## config.mk

```make
export PLATFORM = sky130hd
export DESIGN_NAME = alarm_sequencer_flat
export DESIGN_NICKNAME = d
export VERILOG_FILES = /design/src/rtl/alarm_seq_pkg.sv /design/src/rtl/alarm_sequencer_if.sv /design/src/rtl/alarm_sequencer_sec_timer.sv /design/src/rtl/alarm_sequencer.sv /design/src/flat_wrapper.sv
export SDC_FILE = /design/constraint.sdc
export NUM_CORES = 1
export LEC_CHECK = 0
export CELL_PAD_IN_SITES_DETAIL_PLACEMENT = 1
export CELL_PAD_IN_SITES_GLOBAL_PLACEMENT = 2
export CORE_UTILIZATION = 39
export DETAILED_ROUTE_END_ITERATION = 16
export DONT_BUFFER_PORTS = 1
export GPL_ROUTABILITY_DRIVEN = 0
export GPL_TIMING_DRIVEN = 0
export PLACE_DENSITY = 0.88
export SLEW_MARGIN = 25
export SYNTH_ARGS = -nofsm -noshare
export SYNTH_HDL_FRONTEND = slang
export SYNTH_SLANG_ARGS = --single-unit
```

## constraint.sdc

```tcl
create_clock -name clk -period 2.8 [get_ports clk]
set_input_delay 0.7 -clock clk [delete_from_list [all_inputs] [get_ports clk]]
set_output_delay 0.7 -clock clk [all_outputs]
set_load 0.01 [all_outputs]
```

## src/rtl/alarm_seq_pkg.sv

```systemverilog
// alarm_seq_pkg
// Shared definitions for the alarm sequencer: the state encoding, the
// parameter defaults and a small helper used to size the seconds timer.
// No ports; imported by alarm_sequencer and sec_timer.
package alarm_seq_pkg;

    typedef enum logic [2:0] {
        S_IDLE     = 3'd0,
        S_RING     = 3'd1,
        S_SNOOZE   = 3'd2,
        S_GAME     = 3'd3,
        S_COOLDOWN = 3'd4
    } state_t;

    localparam int DEF_TICK_DIV       = 1000;
    localparam int DEF_RING_TIMEOUT_S = 60;
    localparam int DEF_SNOOZE_S       = 300;
    localparam int DEF_MAX_SNOOZE     = 3;
    localparam int DEF_COOLDOWN_S     = 60;

    // Largest of three durations; the seconds counter must hold it.
    function automatic int max3(input int a, input int b, input int c);
        int m;
        m = (a > b) ? a : b;
        return (m > c) ? m : c;
    endfunction

endpackage

```

## src/rtl/alarm_sequencer_if.sv

```systemverilog
// alarm_sequencer_if
// Groups the alarm sequencer's event inputs and status outputs.
//   alarm_enable, match, snooze_btn, game_done : driven by the environment
//   ring, game_start, snooze_active,
//   snooze_count[1:0], state[2:0]              : driven by the sequencer
// slave  = the sequencer's view, master = the environment's view.
interface alarm_sequencer_if;
    logic       alarm_enable;
    logic       match;
    logic       snooze_btn;
    logic       game_done;
    logic       ring;
    logic       game_start;
    logic       snooze_active;
    logic [1:0] snooze_count;
    logic [2:0] state;

    modport slave (
        input  alarm_enable, match, snooze_btn, game_done,
        output ring, game_start, snooze_active, snooze_count, state
    );

    modport master (
        output alarm_enable, match, snooze_btn, game_done,
        input  ring, game_start, snooze_active, snooze_count, state
    );
endinterface

```

## src/rtl/alarm_sequencer_sec_timer.sv

```systemverilog
// sec_timer
// Prescaler plus loadable seconds down-counter. Loading N makes o_expire
// high for exactly one cycle, so that a state change taken on that cycle
// lands N*TICK_DIV clock edges after the load edge.
//   clk, reset : clock, async active-high reset
//   i_load     : restart prescaler and load i_secs (0 = timer idle)
//   i_secs     : duration in seconds
//   o_expire   : one-cycle pulse in the last cycle of the duration
module sec_timer #(
    parameter int TICK_DIV = alarm_seq_pkg::DEF_TICK_DIV,
    parameter int MAX_S    = alarm_seq_pkg::DEF_SNOOZE_S,
    parameter int SEC_W    = $clog2(MAX_S + 1)
) (
    input  logic             clk,
    input  logic             reset,
    input  logic             i_load,
    input  logic [SEC_W-1:0] i_secs,
    output logic             o_expire
);
    localparam int PRE_W = (TICK_DIV > 1) ? $clog2(TICK_DIV) : 1;
    localparam logic [PRE_W-1:0] PRE_LAST = PRE_W'(TICK_DIV - 1);

    logic [PRE_W-1:0] r_pre;
    logic [SEC_W-1:0] r_sec;

    always_ff @(posedge clk or posedge reset) begin
        if (reset) begin
            r_pre <= '0;
            r_sec <= '0;
        end else if (i_load) begin
            r_pre <= '0;
            r_sec <= i_secs;
        end else if (r_sec != '0) begin
            // Counter parks at zero so an idle timer never fires.
            if (r_pre == PRE_LAST) begin
                r_pre <= '0;
                r_sec <= r_sec - SEC_W'(1);
            end else begin
                r_pre <= r_pre + PRE_W'(1);
            end
        end
    end

    assign o_expire = (r_sec == SEC_W'(1)) && (r_pre == PRE_LAST);

endmodule

```

## src/rtl/alarm_sequencer.sv

```systemverilog
// alarm_sequencer
// Alarm event controller: rings on a time match, allows a limited number
// of snoozes (manual or auto after an unanswered ring), then demands the
// wack-a-mole game, then locks out new alarms for a cooldown period.
//   clk, reset : clock, async active-high reset
//   bus        : alarm_sequencer_if.slave (enable/match/button/game_done in,
//                ring/game_start/snooze_active/snooze_count/state out)
// All outputs are registered from the next-state decode.
module alarm_sequencer
    import alarm_seq_pkg::*;
#(
    parameter int TICK_DIV       = DEF_TICK_DIV,
    parameter int RING_TIMEOUT_S = DEF_RING_TIMEOUT_S,
    parameter int SNOOZE_S       = DEF_SNOOZE_S,
    parameter int MAX_SNOOZE     = DEF_MAX_SNOOZE,
    parameter int COOLDOWN_S     = DEF_COOLDOWN_S
) (
    input logic               clk,
    input logic               reset,
    alarm_sequencer_if.slave  bus
);
    localparam int MAX_S = max3(RING_TIMEOUT_S, SNOOZE_S, COOLDOWN_S);
    localparam int SEC_W = $clog2(MAX_S + 1);
    localparam logic [1:0] MAX_CNT = 2'(MAX_SNOOZE);

    state_t           r_state;
    logic [1:0]       r_cnt;
    logic             r_ring;
    logic             r_game_start;
    logic             r_snooze_act;
    logic             r_btn_q;

    state_t           w_nxt;
    logic [1:0]       w_nxt_cnt;
    logic             w_restart;
    logic             w_game_start;
    logic [SEC_W-1:0] w_secs;
    logic             w_press;
    logic             w_expire;

    // Reset value of r_btn_q is 1, so a button already held never
    // produces an edge until it has been released.
    assign w_press = bus.snooze_btn & ~r_btn_q;

    always_comb begin
        w_nxt        = r_state;
        w_nxt_cnt    = r_cnt;
        w_restart    = 1'b0;
        w_game_start = 1'b0;
        if (!bus.alarm_enable) begin
            w_nxt     = S_IDLE;
            w_nxt_cnt = 2'd0;
            w_restart = 1'b1;
        end else begin
            case (r_state)
                S_IDLE: begin
                    if (bus.match) w_nxt = S_RING;
                end
                S_RING: begin
                    // A press takes priority over a simultaneous timeout.
                    if (w_press) begin
                        if (r_cnt < MAX_CNT) begin
                            w_nxt     = S_SNOOZE;
                            w_nxt_cnt = r_cnt + 2'd1;
                        end else begin
                            w_nxt        = S_GAME;
                            w_game_start = 1'b1;
                        end
                    end else if (w_expire) begin
                        if (r_cnt < MAX_CNT) begin
                            w_nxt     = S_SNOOZE;
                            w_nxt_cnt = r_cnt + 2'd1;
                        end else begin
                            w_restart = 1'b1;   // keep ringing, new period
                        end
                    end
                end
                S_SNOOZE: begin
                    if (w_expire) w_nxt = S_RING;
                end
                S_GAME: begin
                    if (bus.game_done) w_nxt = S_COOLDOWN;
                end
                S_COOLDOWN: begin
                    if (w_expire) begin
                        w_nxt     = S_IDLE;
                        w_nxt_cnt = 2'd0;
                    end
                end
                default: begin
                    w_nxt     = S_IDLE;
                    w_nxt_cnt = 2'd0;
                end
            endcase
        end
        if (w_nxt != r_state) w_restart = 1'b1;

        case (w_nxt)
            S_RING:     w_secs = SEC_W'(RING_TIMEOUT_S);
            S_SNOOZE:   w_secs = SEC_W'(SNOOZE_S);
            S_COOLDOWN: w_secs = SEC_W'(COOLDOWN_S);
            default:    w_secs = '0;
        endcase
    end

    always_ff @(posedge clk or posedge reset) begin
        if (reset) begin
            r_state      <= S_IDLE;
            r_cnt        <= 2'd0;
            r_ring       <= 1'b0;
            r_game_start <= 1'b0;
            r_snooze_act <= 1'b0;
            r_btn_q      <= 1'b1;
        end else begin
            r_state      <= w_nxt;
            r_cnt        <= w_nxt_cnt;
            r_ring       <= (w_nxt == S_RING) || (w_nxt == S_GAME);
            r_game_start <= w_game_start;
            r_snooze_act <= (w_nxt == S_SNOOZE);
            r_btn_q      <= bus.snooze_btn;
        end
    end

    sec_timer #(
        .TICK_DIV (TICK_DIV),
        .MAX_S    (MAX_S),
        .SEC_W    (SEC_W)
    ) u_timer (
        .clk      (clk),
        .reset    (reset),
        .i_load   (w_restart),
        .i_secs   (w_secs),
        .o_expire (w_expire)
    );

    assign bus.ring          = r_ring;
    assign bus.game_start    = r_game_start;
    assign bus.snooze_active = r_snooze_act;
    assign bus.snooze_count  = r_cnt;
    assign bus.state         = r_state;

endmodule

```

## src/flat_wrapper.sv

```systemverilog
// flat-port wrapper written by rule: the top's interface ports become plain ports
module alarm_sequencer_flat import alarm_seq_pkg::*;
#(
    parameter int TICK_DIV       = DEF_TICK_DIV,
    parameter int RING_TIMEOUT_S = DEF_RING_TIMEOUT_S,
    parameter int SNOOZE_S       = DEF_SNOOZE_S,
    parameter int MAX_SNOOZE     = DEF_MAX_SNOOZE,
    parameter int COOLDOWN_S     = DEF_COOLDOWN_S
)
  (clk, reset, bus_alarm_enable, bus_match, bus_snooze_btn, bus_game_done, bus_ring, bus_game_start, bus_snooze_active, bus_snooze_count, bus_state);
  alarm_sequencer_if bus_i ();
  input logic clk;
  input logic reset;
  input wire logic [$bits(bus_i.alarm_enable)-1:0] bus_alarm_enable;
  input wire logic [$bits(bus_i.match)-1:0] bus_match;
  input wire logic [$bits(bus_i.snooze_btn)-1:0] bus_snooze_btn;
  input wire logic [$bits(bus_i.game_done)-1:0] bus_game_done;
  output wire logic [$bits(bus_i.ring)-1:0] bus_ring;
  output wire logic [$bits(bus_i.game_start)-1:0] bus_game_start;
  output wire logic [$bits(bus_i.snooze_active)-1:0] bus_snooze_active;
  output wire logic [$bits(bus_i.snooze_count)-1:0] bus_snooze_count;
  output wire logic [$bits(bus_i.state)-1:0] bus_state;
  assign bus_i.alarm_enable = bus_alarm_enable;
  assign bus_i.match = bus_match;
  assign bus_i.snooze_btn = bus_snooze_btn;
  assign bus_i.game_done = bus_game_done;
  assign bus_ring = bus_i.ring;
  assign bus_game_start = bus_i.game_start;
  assign bus_snooze_active = bus_i.snooze_active;
  assign bus_snooze_count = bus_i.snooze_count;
  assign bus_state = bus_i.state;
  alarm_sequencer #(.TICK_DIV(TICK_DIV), .RING_TIMEOUT_S(RING_TIMEOUT_S), .SNOOZE_S(SNOOZE_S), .MAX_SNOOZE(MAX_SNOOZE), .COOLDOWN_S(COOLDOWN_S)) u_core (.clk(clk), .reset(reset), .bus(bus_i));
endmodule
```

# Yosys cells after proc, flatten, opt, wreduce, memory -nomap -nowiden
# Index checks and enable logic that the tools add are counted.
# W data, S select, Z words.
# word_totals
regBits	28
inputBits	6
# op_classes
add_sub_neg	3
order_cmp	1
n_eq_ne	14
n_mux	32
bitwise_logic	2
reduce_logical	10
# ops
cell	count
$mux W10	3
$mux W9	3
$mux W3	8
$pmux W9 S2	1
$pmux W3 S5	1
$eq A3 B2 Y1 const B	4
$add A10 B1 Y10 const B	1
$eq A10 B10 Y1 const B	1
$mux W1	10
$mux W2	5
$eq A9 B1 Y1 const B	1
$reduce_bool A9 Y1	1
$sub A9 B1 Y9 const B	1
$eq A3 B1 Y1 const B	2
$eq A3 B3 Y1 const B	2
$pmux W2 S3	1
$ne A4 B3 Y1 const B	1
$reduce_bool A2 Y1	2
$logic_not A3 Y1	1
$ne A3 B3 Y1	1
$ne A3 B3 Y1 const B	1
$reduce_and A3 Y1	1
$reduce_or A3 Y1	1
$add A2 B1 Y2 const B	1
other kinds (8)	8

# Longest topological paths before layout
# Gate-level depths: netlist of run 1.
# logic_depth
depth_word	10
mapped_depth	10
ltp_nobuf	7

# Modules after synthesis
# Synthesis of run 1 repeated with hierarchy kept, for this count alone.
# hier_totals
hier_cells	186
hier_area_um2	1741.7
# by_module_without_submodules
mod	instances	cells_per_inst	area_per_inst_um2	seq_area_each_um2
sec_timer	1	122	1098.6	475.5
alarm_sequencer	1	64	643.1	226.5

# Worst setup path after synthesis of run 1
# OpenSTA, ideal clock, no wires.
# synth_timing
path_kind	register -> register
from	register u_core.u_timer.r_pre[0]
to	register u_core.u_timer.r_sec[5]
setup_ns	0.131
arrival_ns	2.250
required_time_ns	2.669
path_slack_ns	0.419
path_stages_with_launch	9
path_buffers	1
cell_sequence	dfrtp_1 -> ha_1 -> nand3_4 -> or4_1 -> buf_2 -> or4_4 -> xnor2_1 -> a211oi_1 -> a31oi_1
# synth_via
elab_chain_cells	10
elab_cells_between_ends	23
# synth_lines
item	line	rtl
start: declaration	alarm_sequencer_sec_timer.sv:23	logic [PRE_W-1:0] r_pre;
start signal: assignment	alarm_sequencer_sec_timer.sv:39	r_pre <= r_pre + PRE_W'(1);
$eq A10 B10 Y1 (*)	alarm_sequencer_sec_timer.sv:35, alarm_sequencer_sec_timer.sv:44	
$logic_and A1 B1 Y1	alarm_sequencer_sec_timer.sv:44	assign o_expire = (r_sec == SEC_W'(1)) && (r_pre == PRE_LAST);
$mux W3	alarm_sequencer.sv:69	end else if (w_expire) begin
$mux W3	alarm_sequencer.sv:61	if (w_press) begin
$pmux W3 S5	alarm_sequencer.sv:55	case (r_state)
$mux W3	alarm_sequencer.sv:50	if (!bus.alarm_enable) begin
$eq A3 B3 Y1 (tied with other cells)	alarm_sequencer.sv:98	case (w_nxt)
$reduce_or A2 Y1 (no source line) / $mux W1 (equally long branches)	--	
$pmux W9 S2 / $reduce_bool A2 Y1 (equally long branches)	--	
$mux W9 / $reduce_and A2 Y1 (equally long branches)	--	
end signal: assignment	alarm_sequencer_sec_timer.sv:32	r_sec <= i_secs;
end signal: assignment	alarm_sequencer_sec_timer.sv:37	r_sec <= r_sec - SEC_W'(1);
end: declaration	alarm_sequencer_sec_timer.sv:24	logic [SEC_W-1:0] r_sec;
# Mark *: on every way between the ends. The rest lies on a longest branch, timed or not.
# A chain may end at the register's enable or synchronous reset.

# Final worst setup path of run 1
# layout_timing
from	register u_core.u_timer.r_pre[0]
to	register u_core.u_timer.r_sec[3]
# layout_via
elab_chain_cells	10
elab_cells_between_ends	23
# layout_lines
item	line	rtl
$eq A10 B10 Y1 (*)	alarm_sequencer_sec_timer.sv:44	
$logic_and A1 B1 Y1 (*)	alarm_sequencer_sec_timer.sv:44	
$mux W3	alarm_sequencer.sv:69	
$mux W3	alarm_sequencer.sv:61	
$pmux W3 S5 (*)	alarm_sequencer.sv:55	
$mux W3 (*)	alarm_sequencer.sv:50	
via u_core.w_nxt[2]	alarm_sequencer.sv:33	state_t w_nxt;
$eq A3 B3 Y1 (tied with other cells)	alarm_sequencer.sv:98	
$reduce_or A2 Y1 (no source line) / $mux W1 (equally long branches)	--	
$pmux W9 S2 / $reduce_bool A2 Y1 (equally long branches)	--	
$mux W9 / $reduce_and A2 Y1 (equally long branches)	--	
# The timed path passes the listed nets; every way through them passes the cells marked *.

==> results of run 1 <==
## state kept, by name, indices dropped and copies added, names as in the netlist
signal                    flops
u_core.bus.state              3
u_core.bus.ring               1
u_core.u_timer.r_pre         10
u_core.bus.snooze_active      1
u_core.r_btn_q                1
u_core.bus.snooze_count       2
u_core.bus.game_start         1
u_core.u_timer.r_sec          9
## power by group through the flow
stage          sequential [mW]  combinational (mW)  clock, mW
2_1_floorplan            0.531               0.386          0
3_3_place_gp             0.543               0.478          0
3_5_place_dp             0.548               0.496          0
4_1_cts                  0.540               0.501      0.270
5_1_grt                  0.547               0.563      0.290
6_report                 0.541               0.506      0.262
## metrics by stage
| step | util | cells | TNS (ps) | power, mW |
|---|---|---|---|---|
| 6_report | 0.448 | 264 | 0 | 1.31 |
| 5_1_grt | 0.448 | 264 | -11.3 | 1.40 |
| 4_1_cts | 0.446 | 263 | 0 | 1.31 |
| 3_5_place_dp | 0.434 | 259 | 0 | 1.04 |
| 3_3_place_gp | 0.434 | 259 | 0 | 1.02 |
| 2_1_floorplan | - | 207 | 0 | 0.917 |
## cells in the final DEF, fill, tap and decap left out, types with 6 or more instances in the layout
cell	n
a21oi_1	14
nand2_1	13
inv_1	6
o21ai_0	10
a31oi_1	7
nor3_1	7
dfrtp_1	27
and3_1	7
nor2_1	19
nand2b_1	6
clkbuf_1	6
## what timing repair did
action / CTS / global route
buffers inserted: 0 / 1
hold buffers: 0 / 0
gates resized for setup: 0 / 2
endpoints found under the hold margin: 0 / 0
setup endpoints to repair: 0 / 17
## routing by layer
| metal | wire length [um] | share of wire | vias to the layer above | global-route usage |
|---|---|---|---|---|
| li1 | - | - | 774 | - |
| met1 | 2320 | 0.48 | 788 | 0.275 |
| met2 | 2270 | 0.47 | 32 | 0.343 |
| met3 | 169 | 0.035 | 7 | 0.0323 |
| met4 | 40 | 0.0083 | 0 | 0.0533 |
| met5 | 0 | 0 | - | 0 |
## kinds of logic (layout without fill, tap and decap cells)
logic type / count (synthesis) / after routing / synth area share
compound gates: 54 / 54 / 0.193
simple gates: 90 / 90 / 0.292
fa+ha+maj: 5 / 5 / 0.0334
flops: 28 / 28 / 0.374
buf+inv: 17 / 22 / 0.0447
mux: 4 / 4 / 0.0213
xor+xnor: 9 / 9 / 0.0420
## cell type report
cell class / instances / area, um^2
buffer: 10 / 57.6
clock buffer: 4 / 55.1
fill: 528 / 2470
inverter: 7 / 26.3
multi-input combinational: 162 / 1090
sequential: 28 / 702
tap: 52 / 65.1
timing repair buffer: 1 / 7.51
## how the worst max path moves through the flow
stage                                 start                 endpoint  slack (ps)  cells past startpoint
floorplan           u_core.u_timer.r_pre[0]  u_core.u_timer.r_sec[5]         420                      8
global placement    u_core.u_timer.r_pre[0]  u_core.u_timer.r_sec[5]         200                      7
detailed placement  u_core.u_timer.r_pre[0]  u_core.u_timer.r_sec[3]         120                      7
CTS                 u_core.u_timer.r_pre[0]  u_core.u_timer.r_sec[5]          70                      7
global route        u_core.u_timer.r_pre[0]  u_core.u_timer.r_sec[5]         -10                      9
finish              u_core.u_timer.r_pre[0]  u_core.u_timer.r_sec[3]         210                      9
==> flow_summary.yaml, run 1 <==
outcome:
  outcome: "finished, violations left"
  violations: "DRC"
placement:
  placed_area_um2: 1940
  pre_cts_slack_ps: 123
  dp.final_hpwl_um: 3550
  port_buffers: 0
die:
  core_area_um2: 4470
  rows: 24
  die-area_um2: 5090
  initial_utilization: 0.419
  die_w_um: 71.3
  fp.dieH_um: 71.3
  io_pins: 14
synth:
  synth-edff-count: 0
  yosysWarnings: 0
  ys_async_sr_fraction: 1.00
  synth-main-ff-cell: "dfrtp_1"
  ys_seq_elements: 28
  yosysSeqAreaShare: 0.374
  synth_area_per_cell_um2: 9.06
  syn_area_um2: 1880
  synthTopCellsByArea: "dfrtp_1 36%, nor2_1 3.8%, a21oi_1 3.7%, ha_1 3.3%, o21ai_0 2.9%"
  synthTopCellsByCount: "27 x dfrtp_1, 19 x nor2_1, 14 x a21oi_1, 13 x nand2_1, 11 x o21ai_0"
  yosysMostFrequentCell: "dfrtp_1"
  synth.distinct_cells: 54
  synth_top_area_cell: "dfrtp_1"
  syn_nets: 218
  synth_top_area_frac: 0.360
  synth_cells: 207
sta:
  slew_headroom: 0.538
  slew_violations: 0
  setup_viol: 0
  fmax_mhz: 386
  layout_setup_ws_ps: 212
  holdWs_ps: 371
  fin_crit_sh: 0.924
  period_minus_slack_ps: 2590
  hold_viol_final: 0
  final.setup_skew_ps: 2.81
  tightestPinTransition_ps: 687
setup_path:
  r2r-start: "u_core.u_timer.r_pre[0]"
  path_cells: "ha_2, nand3_4, or4_1, buf_2, buf_4, o211ai_2, nand2_1, nand4b_1, a31oi_1"
  critPathRequiredTime_ps: 3000
  cp_slowest_stage_delay_ps: 530
  worstReg2RegEnd: "u_core.u_timer.r_sec[3]"
  cp.arrival_ps: 2790
  crit_fanout: 10
  worstSetupPathType: "flip-flop to flip-flop"
  critPathBufInv: 2
  critPathTopFamily: "simple AND/OR/NAND/NOR gates"
  worstSetupStartpointType: "flip-flop"
  r2r_cells: 9
  r2r_slack_ps: 210
  crit_path_end_kind: "flip-flop"
  slowest_stage: "or4_1"
route:
  wire_per_inst_um: 18.2
  drt_pass1_iterations: 10
  dr_total_vias: 1601
  drcViolationCount: 2
  wl_um: 4800
  drtIter0Drc: 108
  via_per_inst: 6.06
  ant_nets: 0
pwr:
  leakage_nw: 0.815
  power.internal_mw: 0.777
  power_frac_clock: 0.200
  p_comb_frac: 0.386
  swShare: 0.407
  peakVddDrop_mv: 0.225
  p_sw_mw: 0.532
  pwr_density_cell_nw_per_um2: 652
  seqPwrFrac: 0.413
global_routing:
  antenna_found_initial: 0
  grt_pass1_wl_um: 8230
  grt_max_degree: 29
  grt_use_total: 0.204
  grt_overflow: 0
  grt_pass1_vias: 1692
layout:
  syn_to_final_growth_pct: 6.94
  nNetsFinal: 224
  antenna-diode-count: 0
  fin_area_um2: 2010
  drive_gt1_frac: 0.123
worst_hold_path:
  min_path_type: "primary input to async pin"
clocking:
  clock-sinks: 28
  tritoncts: "built"
  cts_max_path_buffers: 2
  numCtsBuffers: 3
  worstSkewPairLatency_ps: 280
  cts.reportedPaths.clkPinSlew_ps: 100
  cts_root_buf: "clkbuf_8"
  cts_max_level: 1
run:
  max_cap_viol_count: 0
No activity file was read; power rests on OpenSTA's default activity.
==> inputs of run 2 (changes only) <==
- SLEW_MARGIN: 25 -> 20
==> run 2 against run 1 <==
  * The run still ends with DRC left
  * Final cell count is the same
  * Routed wire length grew 0.23%
  * Register-to-register slack about the same
  * Count of clock-buffer cells in the layout is the same
  * Total power is 0.16% higher
  * Critical path type unchanged
==> flow_summary.yaml, run 2 (synthesis results as in run 1) <==
outcome:
  outcome: "finished, violations left"
  violations: "DRC"
die:
  initial_utilization: 0.419
  io_pins: 14
  fp.dieH_um: 71.3
  die-area_um2: 5090
  core_area_um2: 4470
  rows: 24
  die_w_um: 71.3
placement:
  port_buffers: 0
  placed_area_um2: 1940
  dp.final_hpwl_um: 3550
global_routing:
  grt_max_degree: 29
  grt_pass1_wl_um: 8230
  grt_use_total: 0.204
  grt_pass1_vias: 1692
  grt_overflow: 0
  antenna_found_initial: 0
route:
  wire_per_inst_um: 18.2
  drcViolationCount: 2
  drtIter0Drc: 108
  drt_pass1_iterations: 10
  wl_um: 4810
  ant_nets: 0
  via_per_inst: 6.02
  dr_total_vias: 1590
setup_path:
  cp.arrival_ps: 2800
  critPathRequiredTime_ps: 3010
  worstSetupPathType: "flip-flop to flip-flop"
  worstSetupStartpointType: "flip-flop"
  crit_path_end_kind: "flip-flop"
  crit_fanout: 10
sta:
  fmax_mhz: 386
  slew_violations: 0
  period_minus_slack_ps: 2590
  holdWs_ps: 369
  hold_viol_final: 0
  fin_crit_sh: 0.926
  slew_headroom: 0.540
  final.setup_skew_ps: 2.21
  setup_viol: 0
  tightestPinTransition_ps: 683
clocking:
  tritoncts: "built"
  worstSkewPairLatency_ps: 280
  holdBufCountCts: 0
  cts_root_buf: "clkbuf_8"
  cts.reportedPaths.clkPinSlew_ps: 100
  cts_max_path_buffers: 2
  cts_max_level: 1
  clock-sinks: 28
  numCtsBuffers: 3
layout:
  nNetsFinal: 224
  fin_area_um2: 2010
  final_common_cell: "dfrtp_1"
  max_flop_register: "u_core.u_timer.r_pre"
  largest_reg_flops: 10
  final_core_utilization: 0.448
  antenna-diode-count: 0
  drive_gt1_frac: 0.123
  layout_common_cells: "27 x dfrtp_1, 19 x nor2_1, 14 x a21oi_1"
  syn_to_final_growth_pct: 6.94
pwr:
  peakVddDrop_mv: 0.225
  leakage_nw: 0.815
  pwr_density_cell_nw_per_um2: 654
worst_hold_path:
  min_path_type: "primary input to async pin"
run:
  max_cap_viol_count: 0
run 2: area by class of cell:
cell class                      instances  area, um^2
Buffer                                 10        57.6
Clock buffer                            4        55.1
Fill cell                             529        2470
Inverter                                7        26.3
Multi-Input combinational cell        162        1090
Sequential cell                        28         702
Tap cell                               52        65.1
Timing Repair Buffer                    1        7.51
run 2: metrics by stage:
stage	power (mW)	instances	setup TNS (ps)	setup WS, ps
floorplan	0.917	207	0	419
global placement	1.02	259	0	201
detailed placement	1.04	259	0	123
CTS	1.31	263	0	65.3
global route	1.40	264	-11.3	-11.3
finish	1.31	264	0	208
run 2: worst paths after layout:
kind,startpoint,endpoint,slack (ps),cells after the start
worst max register to register,u_core.u_timer.r_pre[0],u_core.u_timer.r_sec[3],210,9
min in group clk,bus_snooze_btn,u_core.r_btn_q,410,0
worst min-delay path,reset,u_core.u_timer.r_pre[9],370,1
worst max-delay path,u_core.u_timer.r_pre[0],u_core.u_timer.r_sec[3],210,9
max in group asynchronous,reset,u_core.u_timer.r_sec[1],2020,1
worst min register to register,u_core.u_timer.r_sec[1],u_core.u_timer.r_sec[1],550,2
run 2: per-layer routing:
metal	vias to the layer above	GRT usage	part of all wire	wire length, um
met5	-	0	0	0
met4	0	0.0533	0.0083	40
met3	7	0.0323	0.032	153
met2	26	0.343	0.47	2270
met1	781	0.275	0.49	2350
li1	776	-	-	-
run 2: critical path, stage by stage (launching register included):
cell and delay [ps]:
dfrtp_1 400, ha_2 250, nand3_4 120, or4_1 530, buf_2 190, buf_4 200
o211ai_2 160, nand2_1 110, nand4b_1 320, a31oi_1 250
run 2: where the power goes:
group / internal, mW / switching, mW / leakage, nW
Clock: 0.126 / 0.137 / 0.0288
Combinational: 0.185 / 0.322 / 0.410
Sequential: 0.466 / 0.0751 / 0.376
run 2: what timing repair did:
item,4_1_cts,5_1_grt
setup buffers,0,1
resized for setup,0,2
endpoints found under the setup margin,0,17
